==> config.mk <==
export PLATFORM = sky130hd
export DESIGN_NAME = delay_timer_arbiter
export DESIGN_NICKNAME = d
export VERILOG_FILES = /design/src/rtl/delay_timer_arbiter.sv
export SDC_FILE = /design/constraint.sdc
export NUM_CORES = 1
export LEC_CHECK = 0
export CORE_MARGIN = 2
export CORE_UTILIZATION = 50
export DETAILED_ROUTE_END_ITERATION = 10
export DONT_BUFFER_PORTS = 1
export GPL_TIMING_DRIVEN = 0
export PLACE_DENSITY = 0.66
export SLEW_MARGIN = 10
export SYNTH_ARGS = -nofsm -noshare
export SYNTH_HDL_FRONTEND = slang
export SYNTH_SLANG_ARGS = --single-unit
==> constraint.sdc <==
create_clock -name clk_50M -period 6.8 [get_ports clk_50M]
set_input_delay 1.02 -clock clk_50M [delete_from_list [all_inputs] [get_ports clk_50M]]
set_output_delay 1.02 -clock clk_50M [all_outputs]
set_load 0.02 [all_outputs]
==> src/rtl/delay_timer_arbiter.sv <==
// -----------------------------------------------------------------------------
// delay_timer_arbiter
//
// One shared millisecond-scale delay timer for the BlackJack control FSMs.
// Each requester holds a level request together with a duration expressed in
// prescaler ticks. A round-robin arbiter hands the timer to one requester at a
// time, counts ticks, and returns a one-cycle done pulse to that requester.
// Everything runs in the clk_50M domain; the tick is an enable, not a clock.
//
// Parameters
//   N_REQ    number of requesters
//   WIDTH    duration / elapsed-count width in ticks
//   TICK_DIV clk_50M cycles per tick
//
// Ports
//   clk_50M  in   system clock
//   i_Reset  in   synchronous active-high reset
//   i_Req    in   level request per requester, held until o_Done or abandoned
//   i_Dur    in   packed durations, requester k uses [k*WIDTH +: WIDTH]
//   o_Gnt    out  one-hot owner of the timer, zero when not running
//   o_Done   out  one-cycle completion pulse to the owner
//   o_Busy   out  timer is running for an owner
//   o_Count  out  elapsed ticks of the current / most recent wait
//   o_Tick   out  one-cycle prescaler terminal pulse
// -----------------------------------------------------------------------------
module delay_timer_arbiter #(
    parameter int N_REQ    = 3,
    parameter int WIDTH    = 12,
    parameter int TICK_DIV = 25000
) (
    input  logic                     clk_50M,
    input  logic                     i_Reset,
    input  logic [N_REQ-1:0]         i_Req,
    input  logic [N_REQ*WIDTH-1:0]   i_Dur,
    output logic [N_REQ-1:0]         o_Gnt,
    output logic [N_REQ-1:0]         o_Done,
    output logic                     o_Busy,
    output logic [WIDTH-1:0]         o_Count,
    output logic                     o_Tick
);

    localparam int PTR_W = (N_REQ > 1) ? $clog2(N_REQ) : 1;
    localparam int PRE_W = (TICK_DIV > 1) ? $clog2(TICK_DIV) : 1;
    localparam logic [PRE_W-1:0] PRE_LAST = PRE_W'(TICK_DIV - 1);
    localparam logic [PTR_W-1:0] PTR_LAST = PTR_W'(N_REQ - 1);

    typedef enum logic [1:0] {
        S_IDLE = 2'b00,
        S_RUN  = 2'b01,
        S_DONE = 2'b10
    } state_t;

    state_t             state_q, state_d;
    logic [PTR_W-1:0]   ptr_q, ptr_d;
    logic [PTR_W-1:0]   owner_q, owner_d;
    logic [WIDTH-1:0]   dur_q, dur_d;
    logic [WIDTH-1:0]   count_q, count_d;
    logic [PRE_W-1:0]   presc_q, presc_d;
    logic               tick_q, tick_d;
    logic [N_REQ-1:0]   gnt_q, gnt_d;
    logic [N_REQ-1:0]   done_q, done_d;
    logic               busy_q, busy_d;

    // Round-robin search results
    logic               found_s;
    logic [PTR_W-1:0]   pick_s;
    logic [PTR_W-1:0]   cand_s;

    // Index to one-hot requester vector
    function automatic logic [N_REQ-1:0] to_onehot(input logic [PTR_W-1:0] idx);
        to_onehot = N_REQ'(1) << idx;
    endfunction

    // Round-robin pick: first set request at ptr, ptr+1, ... modulo N_REQ
    always_comb begin
        found_s = 1'b0;
        pick_s  = '0;
        cand_s  = '0;
        for (int i = 0; i < N_REQ; i++) begin
            cand_s = PTR_W'((int'(ptr_q) + i) % N_REQ);
            if (!found_s && i_Req[cand_s]) begin
                found_s = 1'b1;
                pick_s  = cand_s;
            end else begin
                found_s = found_s;
            end
        end
    end

    // Next-state, datapath and registered-output computation
    always_comb begin
        state_d = state_q;
        ptr_d   = ptr_q;
        owner_d = owner_q;
        dur_d   = dur_q;
        count_d = count_q;
        // Free-running prescaler; a grant overrides this with a clear
        presc_d = (presc_q == PRE_LAST) ? '0 : presc_q + PRE_W'(1);

        case (state_q)
            S_IDLE: begin
                if (found_s) begin
                    state_d = S_RUN;
                    owner_d = pick_s;
                    ptr_d   = (pick_s == PTR_LAST) ? '0 : pick_s + PTR_W'(1);
                    dur_d   = i_Dur[int'(pick_s)*WIDTH +: WIDTH];
                    count_d = '0;
                    presc_d = '0;
                end else begin
                    state_d = S_IDLE;
                end
            end
            S_RUN: begin
                // Abandoned request wins over completion and counting
                if (!i_Req[owner_q]) begin
                    state_d = S_IDLE;
                end else if (count_q == dur_q) begin
                    state_d = S_DONE;
                end else if (tick_q) begin
                    count_d = count_q + WIDTH'(1);
                end else begin
                    count_d = count_q;
                end
            end
            S_DONE: begin
                state_d = S_IDLE;
            end
            default: begin
                state_d = S_IDLE;
            end
        endcase

        // Outputs are registered copies of what the next state implies
        tick_d = (presc_d == PRE_LAST);
        gnt_d  = (state_d == S_RUN)  ? to_onehot(owner_d) : '0;
        done_d = (state_d == S_DONE) ? to_onehot(owner_d) : '0;
        busy_d = (state_d == S_RUN);
    end

    // State and output registers with synchronous reset
    always_ff @(posedge clk_50M) begin
        if (i_Reset) begin
            state_q <= S_IDLE;
            ptr_q   <= '0;
            owner_q <= '0;
            dur_q   <= '0;
            count_q <= '0;
            presc_q <= '0;
            tick_q  <= 1'b0;
            gnt_q   <= '0;
            done_q  <= '0;
            busy_q  <= 1'b0;
        end else begin
            state_q <= state_d;
            ptr_q   <= ptr_d;
            owner_q <= owner_d;
            dur_q   <= dur_d;
            count_q <= count_d;
            presc_q <= presc_d;
            tick_q  <= tick_d;
            gnt_q   <= gnt_d;
            done_q  <= done_d;
            busy_q  <= busy_d;
        end
    end

    assign o_Gnt   = gnt_q;
    assign o_Done  = done_q;
    assign o_Busy  = busy_q;
    assign o_Count = count_q;
    assign o_Tick  = tick_q;

endmodule

**Word level (Yosys, flattened, before mapping)**

Cells that the tools add are included.

- Bits in registers: 53
- Bits in latches: 0
- RAM bits: 0
- ROM bits: 0
- Output and inout bits: 20
- Word-level logic and storage cells: 77
- Memories kept: 0

- Add/subtract/negate cells: 5
- Multipliers: 1
- Div/mod/pow operators: 3
- $lt $le $gt $ge: 4
- Equality and inequality tests: 11
- Shifts and indexed selects: 2
- Muxes and demuxes: 29
- Bitwise logic cells: 2
- Reductions and logical operators: 10

Operator list:

| operator | count |
|---|---|
| $mod 32x3->32 const B | 2 |
| $mux 12 | 4 |
| $mux 15 | 3 |
| $shiftx 36x7->12 | 1 |
| $mod 3x3->32 const B | 1 |
| $eq 15x15->1 const B | 2 |
| $pmux 12 s2 | 1 |
| $mux 2 | 8 |
| $add 15x1->15 const B | 1 |
| $add 12x1->12 const B | 1 |
| $eq 12x12->1 | 1 |
| $lt 2x3->1 const B | 4 |
| $bmux 1 s2 | 4 |
| $mux 1 | 8 |
| $ne 2x2->1 const B | 4 |
| $reduce_and 5->1 | 1 |
| $eq 2x1->1 const B | 2 |
| $eq 2x2->1 const B | 2 |
| $mul 2x2->4 const B | 1 |
| $pmux 2 s2 | 1 |
| $reduce_or 2->1 | 2 |
| $add 2x1->3 const B | 1 |
| $add 2x2->3 const B | 1 |
| $shl 1x2->3 const A | 1 |
| other kinds (7) | 10 |

**Logic depth before layout (Yosys ltp)**

- Depth in word-level cells: 15
- Depth in mapped cells: 11
- Gate-level depth less buffers: 8

**Worst setup path after synthesis**

No wires, ideal clock.

- Path kind: input to register
- Start: input i_Req[1]
- End: register count_q[8], in the netlist o_Count[8]
- Arrival time: 2.532 ns
- Setup slack: 4.207 ns
- Stages: 7
- Buffers on the path: 1
- Cells stage by stage: a22oi_1 > a21oi_2 > o31ai_4 > nand2b_2 > buf_6 > or4_1 > nand2_1

- Longest elaborated chain between the ends: 11
- Elaborated cells between the ends (all ways): 18
- Classes of those cells: 2 x eq/ne; 11 x mux; 5 x reduce/logical

RTL lines:

| what | line | text |
|---|---|---|
| from (decl) | 33 | `input logic [N_REQ-1:0] i_Req,` |
| $bmux 1 s2 | 81 | `if (!found_s && i_Req[cand_s]) begin` |
| $mux 1 (implied by the code) | 81 |  |
| $mux 1 | 81 |  |
| $logic_not 1->1 | 81 |  |
| $logic_and 1x1->1 | 81 |  |
| $mux 1 | 81 |  |
| $logic_not 1->1 | 81 |  |
| $logic_and 1x1->1 | 81 |  |
| $mux 1 | 81 |  |
| $ne 2x2->1 (no source line) | n/a |  |
| $reduce_and 5->1 (no source line) (*) | n/a |  |
| to (signal assigned) | 158 | `count_q <= count_d;` |
| to (decl) | 57 | `logic [WIDTH-1:0] count_q, count_d;` |

Every way passes the cells marked *; elsewhere a longest branch is shown, timed or not. The select of a mux whose other input is x is not followed.
A chain may end at the register's enable or synchronous reset.

**Worst setup path after layout**

- Start: register ptr_q[0]
- End: register dur_q[11]

- Longest elaborated chain between the ends: 12
- Elaborated cells between the ends (all ways): 24
- Classes of those cells: 2 x add/sub; 1 x mul; 3 x div; 1 x shift; 12 x mux; 5 x reduce/logical

RTL lines:

| what | line | text |
|---|---|---|
| from (decl) | 54 | `logic [PTR_W-1:0] ptr_q, ptr_d;` |
| from (signal assigned) | 155 | `ptr_q <= ptr_d;` |
| branches (longest 12 deep; another with $mod 32x3->32) | n/a |  |
| to (signal assigned) | 157 | `dur_q <= dur_d;` |
| to (decl) | 56 | `logic [WIDTH-1:0] dur_q, dur_d;` |

Several ways; the timed one is not identified. The select of a mux whose other input is x is not followed.

==> results.tsv <==
metric	value	unit
outcome	finished clean	
Worst EP arrival	2940	ps
largest net degree at the start of global routing	17	
input/output buffers	0	
#FFs+latches synth	53	
grt total ovfl	0	
CTS tree	done	
Hold/Removal Path Class	reg -> reg	
setup violators final	0	
fillers	550	
MaxCap Viol Count	0	
Initial Utilization	51.69	%
crit-path max FO	10	
pwr/cell area	381.7	nW/um^2
row count	28	
worst rel slew slack	55.78	%
maximum root-to-sink buffer count	2	
postcts setup bufs	0	
vias per cell	5.834	
Reg clk slew, reported paths	90	ps
synth unique cells	56	
Min Clock Period, post-route	2756	ps
count leader, synth	dfxtp_1	
CTS resizes	0	
fraction of layout cells with a size suffix above 1	9.798	%
vias in the first global route	2343	
root buffer cell	clkbuf_8	
routed via count	2462	
fmax	0.3629	GHz
clk sink count	53	
RSZ-0062 raised after global routing	false	
top post-synthesis cells by count	53 x dfxtp_1, 31 x nor2_1, 27 x nand3b_1, 22 x nand2_1, 22 x xor2_1	
Mapped Nets	385	
cts hold-fix bufs	0	
Area Growth Syn to Fin	7.441	%
total CTS buffers	5	
FFs w/ async S/R, synth	0	%
1st-iter DRT viols	85	
clk_skew	4.927	ps
CP required	6980	ps
Synth area leader	dfxtp_1	
storage element area	1061	um^2
num ports	61	
Tightest Pin Transition	663.3	ps
drt drc	0	
initial antenna violation count	0	
synthesized area	3060	um^2
Die Ht	82.24	um
Final Cycle Share	40.53	%
CP endpoint kind	flip-flop	
max-slew violation count	0	
antenna cell count	0	
Die W	82.24	um
die area	6763	um^2
Mapped Cells	339	
static leakage	1.231	nW
Placeable Area	5921	um^2
H-tree depth	2	
GRT Util Overall	20.89	%
Yosys top cell area share	34.67	%
Detail Route Antenna Nets	0	
Post-synth EDFFs	0	
clk_lat worst skew	310	ps
Hold Slack	479.5	ps
Setup Crit Path Kind	reg -> reg	
Synth area leaders	dfxtp_1 35%, nand3b_1 6.6%, xor2_1 6.3%	
ys flop type	dfxtp_1	
final wirelength	6.757	mm
Critical Path Source Type	flip-flop	
global-route wire length before repair	10.96	mm
Final Hold Viols	0	
Final Net Count	392	
area of the multi-input gates	1884	um^2
drt pass-1 iters	4	
sequential area share after synthesis	34.67	%
Yosys Warn Count	0	
worst vdd rail ir drop	226.0	uV
drt wl/cell	16.01	um
Synth Area per Inst	9.028	um^2
hpwl dp	5.021	mm
GP Congestion	0.8771	
Post-Route Setup TNS	0	ps
-- cells in the final DEF (no fill, tap or decap), types with 3 or more instances in the layout --
cell type and count:
or3_1 5, buf_2 5, nor3b_1 3, o221ai_1 12, ha_1 5, or4_1 4
nand2_1 22, nor3_1 3, o21ai_0 5, a31oi_1 4, dfxtp_1 53, mux2i_1 18
and3_1 4, nor2_1 31, a21oi_1 11, o211ai_1 3, nand3b_1 27, nand2b_1 7
clkbuf_8 5, nor4_1 5, nand4_1 5, and2_1 3, o31ai_1 4, nand3_1 17
inv_1 9, xnor2_1 3, a21o_1 3, clkbuf_1 9, xor2_1 22
-- flip-flops by register name (all words and copies together) (netlist names) --
register,cells
owner_q,2
o_Gnt,3
dur_q,12
presc_q,15
o_Tick,1
o_Done,3
o_Count,12
o_Busy,1
state_q,2
ptr_q,2
-- power breakdown --
part / switching (mW) / internal [mW] / leakage, nW
Combinational: 0.355 / 0.225 / 0.732
Clock: 0.107 / 0.146 / 0.0681
Sequential: 0.0582 / 0.364 / 0.431
-- cell type report --
| class | count | area share [%] |
|---|---|---|
| sequential | 53 | 32.27 |
| clock inverter | 3 | 1.979 |
| multi-input combinational | 261 | 57.31 |
| tap | 75 | 2.854 |
| buffer | 16 | 2.473 |
| clock buffer | 5 | 2.093 |
| inverter | 9 | 1.027 |
-- worst max-delay path: stages, from the launching register on --
cell      delay, ps
dfxtp_1         370
inv_1            70
ha_1            270
clkbuf_1        350
inv_1           190
a21oi_2         270
a21oi_1          80
o32a_1          280
buf_2           180
buf_2           230
mux2i_1         200
o221ai_1        130
-- final timing paths --
check	from	to	slack [ps]	cells after the start
worst max-delay path	ptr_q[0]	dur_q[11]	4040	11
worst min-delay path	ptr_q[1]	ptr_q[1]	480	2
worst max register to register	ptr_q[0]	dur_q[11]	4040	11
worst min register to register	ptr_q[1]	ptr_q[1]	480	2
-- cells by family after synthesis --
kind of cell / share of synthesized area, %
compound gates: 17.74
mux: 7.727
fa+ha+maj: 2.044
flops: 34.67
simple gates: 26.90
buf+inv: 3.761
xor+xnor: 7.155
-- through the flow --
step	cells	util (%)	setup slack, ps	power, mW	area [um^2]
2_1_floorplan	339	-	4207	0.8856	3060
3_3_place_gp	414	53.28	3925	0.9986	3154
3_5_place_dp	414	53.28	3901	1.005	3154
4_1_cts	422	55.54	4050	1.261	3288
5_1_grt	422	55.54	3811	1.344	3288
6_report	422	55.54	4044	1.255	3288
-- routing by layer --
| metal | share of wire (%) | track usage, % | vias up |
|---|---|---|---|
| met1 | 46 | 25.64 | 1155 |
| met5 | 0 | 0 | - |
| met4 | 0.87 | 5.667 | 0 |
| met3 | 5.0 | 5.109 | 5 |
| met2 | 48 | 36.29 | 39 |
| li1 | - | - | 1263 |
Note: power is estimated with default switching activity, not from simulation.
==> edit 1 (same settings) <==
Change the parameter `WIDTH` from 12 to 24.
--- a/src/rtl/delay_timer_arbiter.sv
+++ b/src/rtl/delay_timer_arbiter.sv
@@ -27,3 +27,3 @@
     parameter int N_REQ    = 3,
-    parameter int WIDTH    = 12,
+    parameter int WIDTH    = 24,
     parameter int TICK_DIV = 25000
Interface: changed (resized i_Dur and o_Count); port bits go from 61 to 109. The function was not compared with the original's and may differ.
==> edit 1 against the original RTL <==
- fmax grew 3.4%
- largest cell class unchanged
- worst setup slack better by 0.092 ns
- wire length rose by 56%
- critical path type unchanged
- total power is 31% higher
- area after synthesis increased by 29%
- critical endpoint is now o_Count[0]$_SDFFE_PP0P_
- sequential cell count grew 24
- count of clock-buffer cells in the layout increased by 4
- design area rose by 30%
==> edit 1: results (changes against the original RTL) <==
status=finished, final reports clean; dpl cells=595 (+44%); crit-path max FO=10 (unchanged); Initial DRC Count=144 (+69%); port bufs=0 (unchanged); first-pass GRT wire length=17.19 mm (+57%); layout cells sized above 1=6.090% (-3.7 points); hpwl dp=8.150 mm (+62%); Syn Area/Cell=8.020 sq um (-11%); H-tree depth=3 (+1); cts bufs inserted=9 (+4); RePlAce Congestion=0.8091 (-7.8%); vias post-DR=3606 (+46%); Synth area leaders=dfxtp_1, xor2_1, nand2_1; vias in the first global route=3364 (+44%); first drt pass iteration count=5 (+1); hold wc startpoint=presc_q[0]$_SDFF_PP0_; Die Wd=92.93 microns (+13%); CP Class=reg2reg; Net Count, Synth=574 (+49%); Ys Warns=0 (unchanged); nets=585 (+49%); largest net degree at the start of global routing=15 (-2); fin cells=611 (+45%); worst r2r src=o_Count[12]$_SDFFE_PP0P_; Netlist cell types=47 (-16%); Leakage=1.606 nW (+30%); Worst VDD drop=197.7 uV (-13%); clock latency on the worst-skew pair=0.35 ns (+0.04 ns); DP Worst Slack=4.005 ns (+0.1032 ns); sequential area share after synthesis=38.99% (+4.3 points); clk_skew=0.01141 ns (+0.006485 ns); dpl cell area=4081 sq um (+29%); wire length on met3=705 microns (+110%); Commonest cells post-synth=dfxtp_1, nand2_1, nor2_1; Int Power=972.8 uW (+32%); Worst Tran Pin Value=0.7750 ns (+0.1116 ns); WL/cell=17.28 microns (+7.9%); Total GRT Usage=25.29% (+4.4 points); met2 wire len=4.840 mm (+50%); WL met1=4.848 mm (+55%); antenna violations before repair=0 (unchanged)
edit 1: cell types whose count changed after synthesis, sizes merged, moves of 21 or more:
cell and change:
dfxtp +24, nand2 +48, nor2 +33, a22o +24, a31oi +21, nand3b -27
edit 1: cell families after synthesis:
kind of cell | share of synthesized area [%]
compound gates | 20.13
xor+xnor | 8.639
buf+inv | 4.399
mux | 0.5063
simple gates | 25.54
flops | 38.99
fa+ha+maj | 1.804
edit 1: power groups by stage:
stage | Clock, mW | Sequential, mW | Combinational, mW
after floorplan | 0 | 0.622 | 0.514
after global placement | 0 | 0.641 | 0.658
after detailed placement | 0 | 0.645 | 0.669
after CTS | 0.351 | 0.633 | 0.671
after global routing | 0.373 | 0.646 | 0.748
final | 0.344 | 0.634 | 0.669
edit 1: worst paths after layout:
| check | slack (ns) | depth (start not counted) | end |
|---|---|---|---|
| worst min register to register | 0.47 | 1 | presc_q[0]$_SDFF_PP0_ |
| worst min-delay path | 0.47 | 1 | presc_q[0]$_SDFF_PP0_ |
| worst max register to register | 4.14 | 9 | o_Count[0]$_SDFFE_PP0P_ |
| worst max-delay path | 4.14 | 9 | o_Count[0]$_SDFFE_PP0P_ |
edit 1: final cells by class:
class | instances | area [sq um]
clock buffer | 9 | 123.9
inverter | 11 | 41.29
multi-input combinational | 378 | 2238
clock inverter | 7 | 73.82
buffer | 27 | 132.6
sequential | 77 | 1541
fill | 741 | 3408
tap | 102 | 127.6
edit 1: layer usage:
| layer | global-route usage (%) | vias up |
|---|---|---|
| met1 | 34.86 | 1669 |
| met4 | 7.966 | 0 |
| met5 | 0 | - |
| met2 | 39.07 | 118 |
| met3 | 6.103 | 13 |
| li1 | - | 1806 |
edit 1: critical path, cell delays in order, from the launching register on:
cell and delay, ns:
dfxtp_1 0.64, xor2_1 0.13, nor4_1 0.31, nand4_1 0.20, a311oi_1 0.49, buf_6 0.22
buf_6 0.15, buf_6 0.15, mux2i_1 0.18, nor2_1 0.05
==> edit 2 (config.mk and constraints unchanged) <==
Made on the original files. Re-encode `state_t` (3 states) as one-hot, 3 bits wide.
--- a/src/rtl/delay_timer_arbiter.sv
+++ b/src/rtl/delay_timer_arbiter.sv
@@ -46,6 +46,6 @@
 
-    typedef enum logic [1:0] {
-        S_IDLE = 2'b00,
-        S_RUN  = 2'b01,
-        S_DONE = 2'b10
+    typedef enum logic [2:0] {
+        S_IDLE = 3'b001,
+        S_RUN  = 3'b010,
+        S_DONE = 3'b100
     } state_t;
Check against the original RTL: same outputs for any inputs over 4 cycles, from zero or initial values and one cycle with i_Reset high; so few cycles prove little.
==> edit 2 against the original RTL <==
- critical path depth down 3
- wire length shrank 8.5%
- sequential cell count up 1
- global-route usage is 0.47 points higher
- worst setup slack improved by 0.036 ns
- total power down 16%
- design area decreased by 11%
- combinational power is 29% lower
- area after synthesis shrank 11%
- largest power group is now registers
==> edit 2: results (changes against the original RTL) <==
status=finished, final reports clean; Critical Path AT=2.89 ns (-0.05 ns); Post-Synth XOR/XNOR Area=9.346% (+2.2 points); Synth area leaders=dfxtp_1, xnor2_1, mux2_2; first drt pass iteration count=4 (unchanged); Netlist cell types=44 (-21%); post-CTS setup buffers=0 (unchanged); Total GRT Usage=21.36% (+0.47 points); Commonest cells post-synth=dfxtp_1, nor2_1, nand2_1; hold wc startpoint=presc_q[0]$_SDFF_PP0_; Net Count, Synth=370 (-3.9%); hpwl dp=4.543 mm (-9.5%); post-synthesis adder-cell area fraction=2.624% (+0.58 points); cell count of the worst hold path=1 (-1); RePlAce Congestion=0.8157 (-7.0%); WL final=6.181 mm (-8.5%); clk_skew=0.006180 ns (+0.001253 ns); Leakage=0.9585 nW (-22%); worst relative slew slack=42.02% (-14 points); drt via density=5.719 (-2.0%); Fmax=367.6 MHz (+1.3%); setup slack, reg-to-reg=4.08 ns (+0.04 ns); mux contribution to synthesized area=5.387% (-2.3 points); sequential area share after synthesis=39.78% (+5.1 points); nets=377 (-3.8%); first-pass GRT wire length=10.48 mm (-4.3%); Reg2Reg Depth=8 (-3); layout cells sized above 1=8.133% (-1.7 points); Worst Tran Pin Value=0.8584 ns (+0.1951 ns); clock latency on the worst-skew pair=0.29 ns (-0.02 ns); hold slack=0.4735 ns (-0.005969 ns); Fill cells=489 (-11%); largest net degree at the start of global routing=16 (-1); post-synthesis compound-gate area fraction=15.75% (-2.0 points); vias in the first global route=2252 (-3.9%); Initial DRC Count=115 (+35%)
[edit 2: cell count changes after synthesis, moves of 6 or more]
cell	unedited run	this run
nor2_1	31	39
nand2_1	22	32
o221ai_1	12	0
xor2_1	22	6
a21oi_1	11	27
mux2i_1	18	0
inv_1	9	15
mux2_2	1	13
nand3b_1	27	0
a22oi_1	1	13
xnor2_1	3	23
[edit 2: layout make-up]
cell class / instances / area (sq um) / share of cell area, %
Clock buffer: 6 / 82.58 / 2.830
Buffer: 13 / 58.81 / 2.015
Tap cell: 70 / 87.58 / 3.002
Inverter: 15 / 56.30 / 1.930
Sequential cell: 54 / 1081 / 37.05
Clock inverter: 1 / 30.03 / 1.029
Multi-Input combinational cell: 243 / 1521 / 52.14
[edit 2: worst paths after layout]
| check | end |
|---|---|
| max | presc_q[12]$_SDFF_PP0_ |
| min reg2reg | presc_q[0]$_SDFF_PP0_ |
| max reg2reg | presc_q[12]$_SDFF_PP0_ |
| min | presc_q[0]$_SDFF_PP0_ |
[edit 2: kinds of logic (layout without fill, tap and decap cells)]
family          count (synthesis)  after routing
compound gates                 67             67
mux                            13             13
fa+ha+maj                       6              6
simple gates                  128            128
flops                          54             54
xor+xnor                       29             29
buf+inv                        28             35
[edit 2: worst max-delay path: stages, from the launching register on]
cell      delay (ns)
dfxtp_1         0.37
inv_1           0.05
ha_1            0.36
maj3_2          0.34
a221oi_1        0.56
nor2_1          0.17
o41ai_1         0.21
clkbuf_1        0.43
nor2_1          0.09
[edit 2: metrics by stage]
stage          cell area [sq um]  cells  util, %
3_3_place_gp                2805    395    54.23
2_1_floorplan               2718    325        -
6_report                    2918    402    56.41
5_1_grt                     2918    402    56.41
3_5_place_dp                2805    395    54.23
4_1_cts                     2918    402    56.41
[edit 2: where the power goes]
group | switching, mW | internal, mW | total (mW)
Sequential | 0.0553 | 0.375 | 0.430
Clock | 0.0973 | 0.118 | 0.215
Combinational | 0.250 | 0.163 | 0.414
Total | 0.403 | 0.656 | 1.06
[edit 2: per-layer routing]
layer	track usage [%]	share of wire (%)
met1	27.25	47
met2	35.60	46
met3	5.581	6.2
met4	5.893	0.86
met5	0	0
